`src/rtl/iic_pkg.sv`:
```
// Shared I2C controller types and constants.
// Used by the register write controller and the read controller.
package iic_pkg;

  typedef enum logic [2:0] {
    ST_IDLE,
    ST_ISSUE,
    ST_WAIT,
    ST_GAP,
    ST_FINISH,
    ST_FAIL
  } iic_state_e;

  localparam int   IIC_BYTES_PER_WR  = 3;
  localparam logic IIC_WRITE_BIT     = 1'b0;
  localparam int   IIC_DEF_TIMEOUT   = 2000;
  localparam int   IIC_DEF_GAP       = 10;
  localparam int   IIC_DEF_MAX_RETRY = 3;

  function automatic logic [7:0] iic_byte_sel(
    input logic [1:0] idx,
    input logic [6:0] dev,
    input logic [7:0] ra,
    input logic [7:0] wd
  );
    logic [7:0] b;
    b = wd;
    unique case (1'b1)
      (idx == 2'd0): b = {dev, IIC_WRITE_BIT};
      (idx == 2'd1): b = ra;
      default:       b = wd;
    endcase
    return b;
  endfunction

endpackage

```
`src/rtl/iic_cycle_timer.sv`:
```
// Loadable down-counter; expired while the count sits at zero.
// Shared by the byte timeout and the inter-byte gap.
module iic_cycle_timer #(
  parameter int W = 11
) (
  input  logic         clk_i,
  input  logic         rst_ni,
  input  logic         load_i,
  input  logic [W-1:0] load_val_i,
  output logic         expired_o
);

  logic [W-1:0] cnt_q;

  always_ff @(posedge clk_i) begin
    if (!rst_ni) begin
      cnt_q <= '0;
    end else if (load_i) begin
      cnt_q <= load_val_i;
    end else if (cnt_q != '0) begin
      cnt_q <= cnt_q - W'(1);
    end
  end

  assign expired_o = (cnt_q == '0);

endmodule

```
`src/rtl/iic_reg_write_ctrl.sv`:
```
// Sequences dev-addr/reg-addr/data bytes through the I2C byte writer
// with inter-byte gap, per-byte timeout and whole-transaction retry.
module iic_reg_write_ctrl
  import iic_pkg::*;
#(
  parameter int TIMEOUT   = IIC_DEF_TIMEOUT,
  parameter int GAP       = IIC_DEF_GAP,
  parameter int MAX_RETRY = IIC_DEF_MAX_RETRY
) (
  input  logic       clk,
  input  logic       rst_n,
  input  logic       req,
  input  logic [6:0] dev_addr,
  input  logic [7:0] reg_addr,
  input  logic [7:0] wr_data,
  output logic       busy,
  output logic       ok,
  output logic       err,
  output logic       bw_en,
  output logic [7:0] bw_data,
  input  logic       bw_done
);

  localparam int CMAX = (TIMEOUT > GAP) ? TIMEOUT : GAP;
  localparam int CW   = $clog2(CMAX + 1);
  localparam int RW   = (MAX_RETRY > 0) ? $clog2(MAX_RETRY + 1) : 1;

  localparam logic [CW-1:0] TO_LD   = CW'(TIMEOUT - 1);
  localparam logic [CW-1:0] GAP_LD  = CW'(GAP - 1);
  localparam logic [1:0]    LAST_IX = 2'(IIC_BYTES_PER_WR - 1);
  localparam logic [RW-1:0] RT_MAX  = RW'(MAX_RETRY);

  iic_state_e    state_q;
  logic [6:0]    dev_q;
  logic [7:0]    reg_q;
  logic [7:0]    dat_q;
  logic [1:0]    idx_q;
  logic [RW-1:0] retry_q;

  logic          tmr_load;
  logic [CW-1:0] tmr_val;
  logic          tmr_exp;

  // Timer reloads on issue (timeout) and on every exit from WAIT (gap).
  always_comb begin
    tmr_load = 1'b0;
    tmr_val  = GAP_LD;
    if (state_q == ST_ISSUE) begin
      tmr_load = 1'b1;
      tmr_val  = TO_LD;
    end else if (state_q == ST_WAIT && (bw_done || tmr_exp)) begin
      tmr_load = 1'b1;
    end
  end

  iic_cycle_timer #(
    .W(CW)
  ) u_timer (
    .clk_i     (clk),
    .rst_ni    (rst_n),
    .load_i    (tmr_load),
    .load_val_i(tmr_val),
    .expired_o (tmr_exp)
  );

  always_ff @(posedge clk) begin
    if (!rst_n) begin
      state_q <= ST_IDLE;
      dev_q   <= '0;
      reg_q   <= '0;
      dat_q   <= '0;
      idx_q   <= '0;
      retry_q <= '0;
      busy    <= 1'b0;
      ok      <= 1'b0;
      err     <= 1'b0;
      bw_en   <= 1'b0;
      bw_data <= '0;
    end else begin
      bw_en <= 1'b0;
      ok    <= 1'b0;
      err   <= 1'b0;
      unique case (state_q)
        ST_IDLE: begin
          if (req) begin
            dev_q   <= dev_addr;
            reg_q   <= reg_addr;
            dat_q   <= wr_data;
            idx_q   <= '0;
            retry_q <= '0;
            busy    <= 1'b1;
            state_q <= ST_ISSUE;
          end
        end
        ST_ISSUE: begin
          bw_en   <= 1'b1;
          bw_data <= iic_byte_sel(idx_q, dev_q, reg_q, dat_q);
          state_q <= ST_WAIT;
        end
        ST_WAIT: begin
          if (bw_done) begin
            if (idx_q == LAST_IX) begin
              ok      <= 1'b1;
              state_q <= ST_FINISH;
            end else begin
              idx_q   <= idx_q + 2'd1;
              state_q <= ST_GAP;
            end
          end else if (tmr_exp) begin
            if (retry_q < RT_MAX) begin
              retry_q <= retry_q + RW'(1);
              idx_q   <= '0;
              state_q <= ST_GAP;
            end else begin
              err     <= 1'b1;
              state_q <= ST_FAIL;
            end
          end
        end
        ST_GAP: begin
          if (tmr_exp) begin
            state_q <= ST_ISSUE;
          end
        end
        ST_FINISH, ST_FAIL: begin
          busy    <= 1'b0;
          state_q <= ST_IDLE;
        end
        default: begin
          state_q <= ST_IDLE;
        end
      endcase
    end
  end

endmodule
```
`config.mk`:
```
export PLATFORM = sky130hd
export DESIGN_NAME = iic_reg_write_ctrl
export DESIGN_NICKNAME = d
export VERILOG_FILES = /design/src/rtl/iic_pkg.sv /design/src/rtl/iic_cycle_timer.sv /design/src/rtl/iic_reg_write_ctrl.sv
export SDC_FILE = /design/constraint.sdc
export NUM_CORES = 1
export LEC_CHECK = 0
export CORE_MARGIN = 8
export CORE_UTILIZATION = 57
export CTS_BUF_LIST = sky130_fd_sc_hd__clkbuf_4 sky130_fd_sc_hd__clkbuf_8 sky130_fd_sc_hd__clkbuf_16
export DETAILED_ROUTE_END_ITERATION = 8
export GPL_ROUTABILITY_DRIVEN = 0
export PLACE_DENSITY = 0.84
export SLEW_MARGIN = 10
export SYNTH_ARGS = -nofsm -noshare
export SYNTH_HDL_FRONTEND = slang
export SYNTH_SLANG_ARGS = --single-unit
```
`constraint.sdc`:
```
create_clock -name clk -period 4.1 [get_ports clk]
set_input_delay 0.41 -clock clk [delete_from_list [all_inputs] [get_ports clk]]
set_output_delay 0.41 -clock clk [all_outputs]
set_load 0.01 [all_outputs]
```
[Yosys cells after proc, flatten, opt, wreduce, memory -nomap -nowiden]
Index checks and enable logic that the tools add are counted.
Word-level totals
  word-level logic and storage cells: 79
  output and inout port bits: 12
  input port bits: 27
  register bits: 53
Cells by class
  multiplexer cells: 28
  $add $sub $neg: 3
  reduce and logical (&&, ||, !) cells: 17
  bitwise operators: 3
  equality and inequality tests: 15
  $lt $le $gt $ge: 1
Operator list (count)
  $mux W11: 3
  $mux W3: 6
  $mux W2: 8
  $pmux W8 S2: 1
  $pmux W3 S4: 1
  $logic_not A11 Y1: 1
  $reduce_bool A11 Y1: 1
  $sub A11 B1 Y11 const B: 1
  $reduce_and A5 Y1: 2
  $ne A2 B2 Y1 const B: 4
  $pmux W2 S2: 2
  $eq A3 B2 Y1 const B: 2
  $eq A3 B3 Y1 const B: 2
  $mux W1: 6
  $ne A3 B3 Y1 const B: 2
  $reduce_and A3 Y1: 2
  $reduce_bool A2 Y1: 3
  $add A2 B1 Y2 const B: 2
  $reduce_and A2 Y1: 2
  $reduce_or A4 Y1: 1
  $eq A3 B1 Y1 const B: 1
  $logic_not A3 Y1: 1
  $ne A3 B2 Y1 const B: 1
  $not A1 Y1: 3
  other kinds (9): 9

[Logic depth before layout (Yosys ltp)]
  word-level depth: 6
  depth in mapped cells: 7
  gate-level depth less buffers: 6

[Cells and area by module]
A second synthesis with hierarchy kept.
Unflattened totals
  cell total of the unflattened synthesis: 290
  area, all modules: 2379.8 µm²
Modules (own cells, without submodules)
  iic_reg_write_ctrl: cells an instance 217, area each 1746.7 µm², seq. area each 840.8 µm², times used 1
  iic_cycle_timer: cells an instance 73, area each 633.1 µm², seq. area each 220.2 µm², times used 1

[Least setup slack after synthesis]
Ideal clock, no wire load.
  kind: register to register
  start point: register u_timer.cnt_q[4]
  end point: register u_timer.cnt_q[10]
  arrival time: 1.593 ns
  data required time: 3.970 ns
  clock period less this slack: 1.723 ns
  path buffers: 1
  setup slack: 2.377 ns
  cell stages (with the launch flop): 6
  setup time: 0.130 ns
  path through: dfxtp_1 buf_6 or4_4 or4_4 o211ai_2 a21boi_2
On the way
  cells in the longest elaborated chain, start to end: 6
  elaborated cells on any way between the ends: 10
  those cells by class: add/sub: 1; mux: 4; reduce/logical: 5
Ends and longest elaborated chain
  from (decl): line iic_cycle_timer.sv:13  | logic [W-1:0] cnt_q;
  from (signal assigned): line iic_cycle_timer.sv:19  | cnt_q <= load_val_i;
  from (signal assigned): line iic_cycle_timer.sv:21  | cnt_q <= cnt_q - W'(1);
  parallel branches: the longest is 6 deep, another holds $sub A11 B1 Y11
Parallel ways; which one is timed is not known. The select of a mux whose other input is x is not followed.
A chain may end at the register's enable or synchronous reset.

==> summary.txt <==
Outcome: finished, final reports clean
Launch point of the worst path: rst_n
Met3 Use GR: 0.0514
Synthesized cell area: 2460 µm²
CTS H-tree lvls: 2
Number of flops mapped to enable cells by yosys: 0
Die area: 6670 µm²
Port Buf Inserts: 38
Post-synthesis cell type count: 50
Int Pwr: 0.000963 W
Largest net degree at the start of global routing: 38
Detailed Routing Iterations Pass 1: 4
GRT busiest layer: met2
Relative slew slack: 0.261
Hold_buf cts: 0
#FFs+latches synth: 53
RSZ-0062 raised after global routing: false
Die H: 81.7 µm
Clk_lat worst skew: 0.30 ns
Tcrit/Tclk final: 0.501
Final #Nets: 344
Cells after synthesis: 287
R2r startpoint: state_q[1]
Setup crit end: state_q[2]
Clock sink total: 53
Clock Tree Buf Depth: 2
Layout area overhead: 17.8%
Primary FF master, synth: dfxtp_1
Reg2reg path depth: 3
CP Depth: 3
HP Class: flop to flop
Met1 usage: 0.232
Critical path launch point type: input port
Cts repair resizes: 0
Initial Util: 0.577
DR iter-0 viols: 148
Crit path largest cell delay: 1.20 ns
Remaining DRCs: 0
GR Util met2: 0.302
Setup tns final: 0 ns
Fill cell count: 361
Achievable Freq: 0.487 GHz
Register area share after synthesis: 0.432
Vias in the first global route: 2046
Clock Skews: 0.00560 ns
I/O pins: 39
WL final: 5670 µm
WL per Instance: 15.6 µm
Post-CTS setup buffers: 0
Fin crit period: 2.05 ns
Yosys warns: 0
Sw frac: 0.363
Delay-heaviest family, CP: buffers and inverters
Pwr Density: 522 nW/µm²
Initial antenna violation count: 0
Seq pwr share: 0.461
Critical path, cell by cell: clkdlybuf4s50_1 > o41ai_1 > nor4b_2
Reg2reg end: retry_q[0]
Final Hold Violating Endpoints: 0
Ant diodes: 0
Via count: 2128
Syn Nets: 319
Final setup vio count: 0
DIE WIDTH: 81.7 µm
Worst-path clk slew: 0.09 ns
Num CTS Buffers: 5
CP endpoint kind: flop
Detailed Place HPWL: 3970 µm
R2R Setup Slk: 2.15 ns
CP Buf/Inv Count: 1
Slowest-stage cell, CP: clkdlybuf4s50_1
CTS tree: done
Power share of the clock group: 0.177
Leak: 1.03 nW
Slew @ Worst Pin: 1.11 ns
Syn_area_per_cell: 8.57 µm²
Placed cells: 357
Post-synthesis async set-or-reset flop share: 0
Via/cell ratio: 5.86
Fraction of layout instances using a drive strength above 1: 0.0611
Core Rows: 24
Post-DRT Antenna Nets: 0
Congestion Overflow GR: 0
Switching pwr: 0.000549 W
Util after Layout: 0.679
Total GRT Usage: 0.184
Finished Layout Cells: 363
Crit path max fanout: 37
Max cap viols: 0
Placeable Area: 4260 µm²
Arrival time worst endpoint: 2.26 ns
Comb pwr share: 0.362
CP Class: input port to flop
Root buf cell: clkbuf_8
Max-slew violations: 0
Worst endpoint required time: 4.31 ns
Maximum VDD drop: 0.356 mV
Global-route wire length before repair: 9780 µm
==> worst min-delay path by stage <==
stage / startpoint / end / slack [ns] / cells past startpoint
finish: dev_q[4] / dev_q[4] / 0.46 / 2
global route: reg_q[7] / reg_q[7] / 0.48 / 2
CTS: dev_q[5] / dev_q[5] / 0.46 / 2
detailed placement: dev_q[5] / dev_q[5] / 0.45 / 2
global placement: retry_q[1] / retry_q[1] / 0.44 / 2
floorplan: retry_q[1] / retry_q[1] / 0.43 / 2
==> cell usage after synthesis (all sizes together) (4+ instances only) <==
cell type,n,area (µm²)
clkbuf,16,60.1
nand2,58,218
or4,5,45.0
dfxtp,53,1060
ha,5,62.6
nand3,6,35.0
buf,5,30.0
nor3,4,30.0
o22ai,5,31.3
a21boi,28,214
a21oi,22,110
o211ai,5,42.5
a22oi,7,52.6
o21ai,15,75.1
inv,7,26.3
nor2,9,33.8
==> cell type report <==
cell class	instances	area, µm²	share of cell area
clock buffers	5	68.8	0.0238
flip-flops and latches	53	1060	0.366
well taps	52	65.1	0.0225
repair buffers	39	388	0.134
inverters	7	26.3	0.00908
multi-input cells	206	1280	0.443
clock inverters	1	5.00	0.00173
==> worst min-delay path, cell delays in order (launching register included) <==
cell      delay (ns)
dfxtp_1         0.32
nand2_1         0.05
a21boi_1        0.05
==> kinds of logic after synthesis <==
kind of cell,share of synthesized area
AO/OA/AOI/OAI,0.273
AND/OR/NAND/NOR,0.200
flip-flops,0.432
buffers and inverters,0.0473
adder cells (fa/ha/maj),0.0254
XOR/XNOR,0.0143
multiplexers,0.00865
==> flip-flops by register name, summed over array words and instances (netlist names) <==
signal,cells
busy,1
retry_q,2
bw_data,8
bw_en,1
ok,1
state_q,3
err,1
idx_q,2
u_timer.cnt_q,11
reg_q,8
dat_q,8
dev_q,7
==> power groups by stage <==
| stage | logic [W] | registers, W | clock network (W) |
|---|---|---|---|
| floorplan | 0.000430 | 0.000685 | 0 |
| global placement | 0.000533 | 0.000703 | 0 |
| detailed placement | 0.000546 | 0.000707 | 0 |
| CTS | 0.000549 | 0.000696 | 0.000275 |
| global route | 0.000610 | 0.000715 | 0.000295 |
| finish | 0.000547 | 0.000697 | 0.000268 |
==> stage by stage <==
stage / total power [W] / setup WS [ns] / hold slack, ns / cell area [µm²]
2_1_floorplan: 0.00111 / 2.38 / 0.432 / 2460
3_3_place_gp: 0.00124 / 1.82 / 0.440 / 2820
3_5_place_dp: 0.00125 / 1.76 / 0.449 / 2820
4_1_cts: 0.00152 / 2.08 / 0.462 / 2900
5_1_grt: 0.00162 / 1.94 / 0.476 / 2900
6_report: 0.00151 / 2.05 / 0.462 / 2900
==> layout by cell type, fill, tap and decap left out, types with 3 or more instances in the layout <==
master           synthesis  final
a21oi_1                 22     22
clkbuf_8                 0      5
ha_1                     5      5
clkdlybuf4s50_1          0     38
nor2_1                   9      9
nand2_1                 58     58
o22ai_1                  5      5
dfxtp_1                 53     53
nand3_1                  5      5
o21ai_0                 13     13
a211oi_1                 3      3
or4_1                    3      3
a22oi_1                  7      7
a21boi_0                16     16
a21boi_1                11     11
o211ai_1                 4      4
inv_1                    7      7
xnor2_1                  3      3
o31a_1                   3      3
==> metal layers <==
layer	vias up	part of all wire
li1	1064	-
met1	992	0.43
met2	68	0.52
met3	4	0.051
met4	0	0.0030
met5	-	0
(Power assumes the default switching activity.)
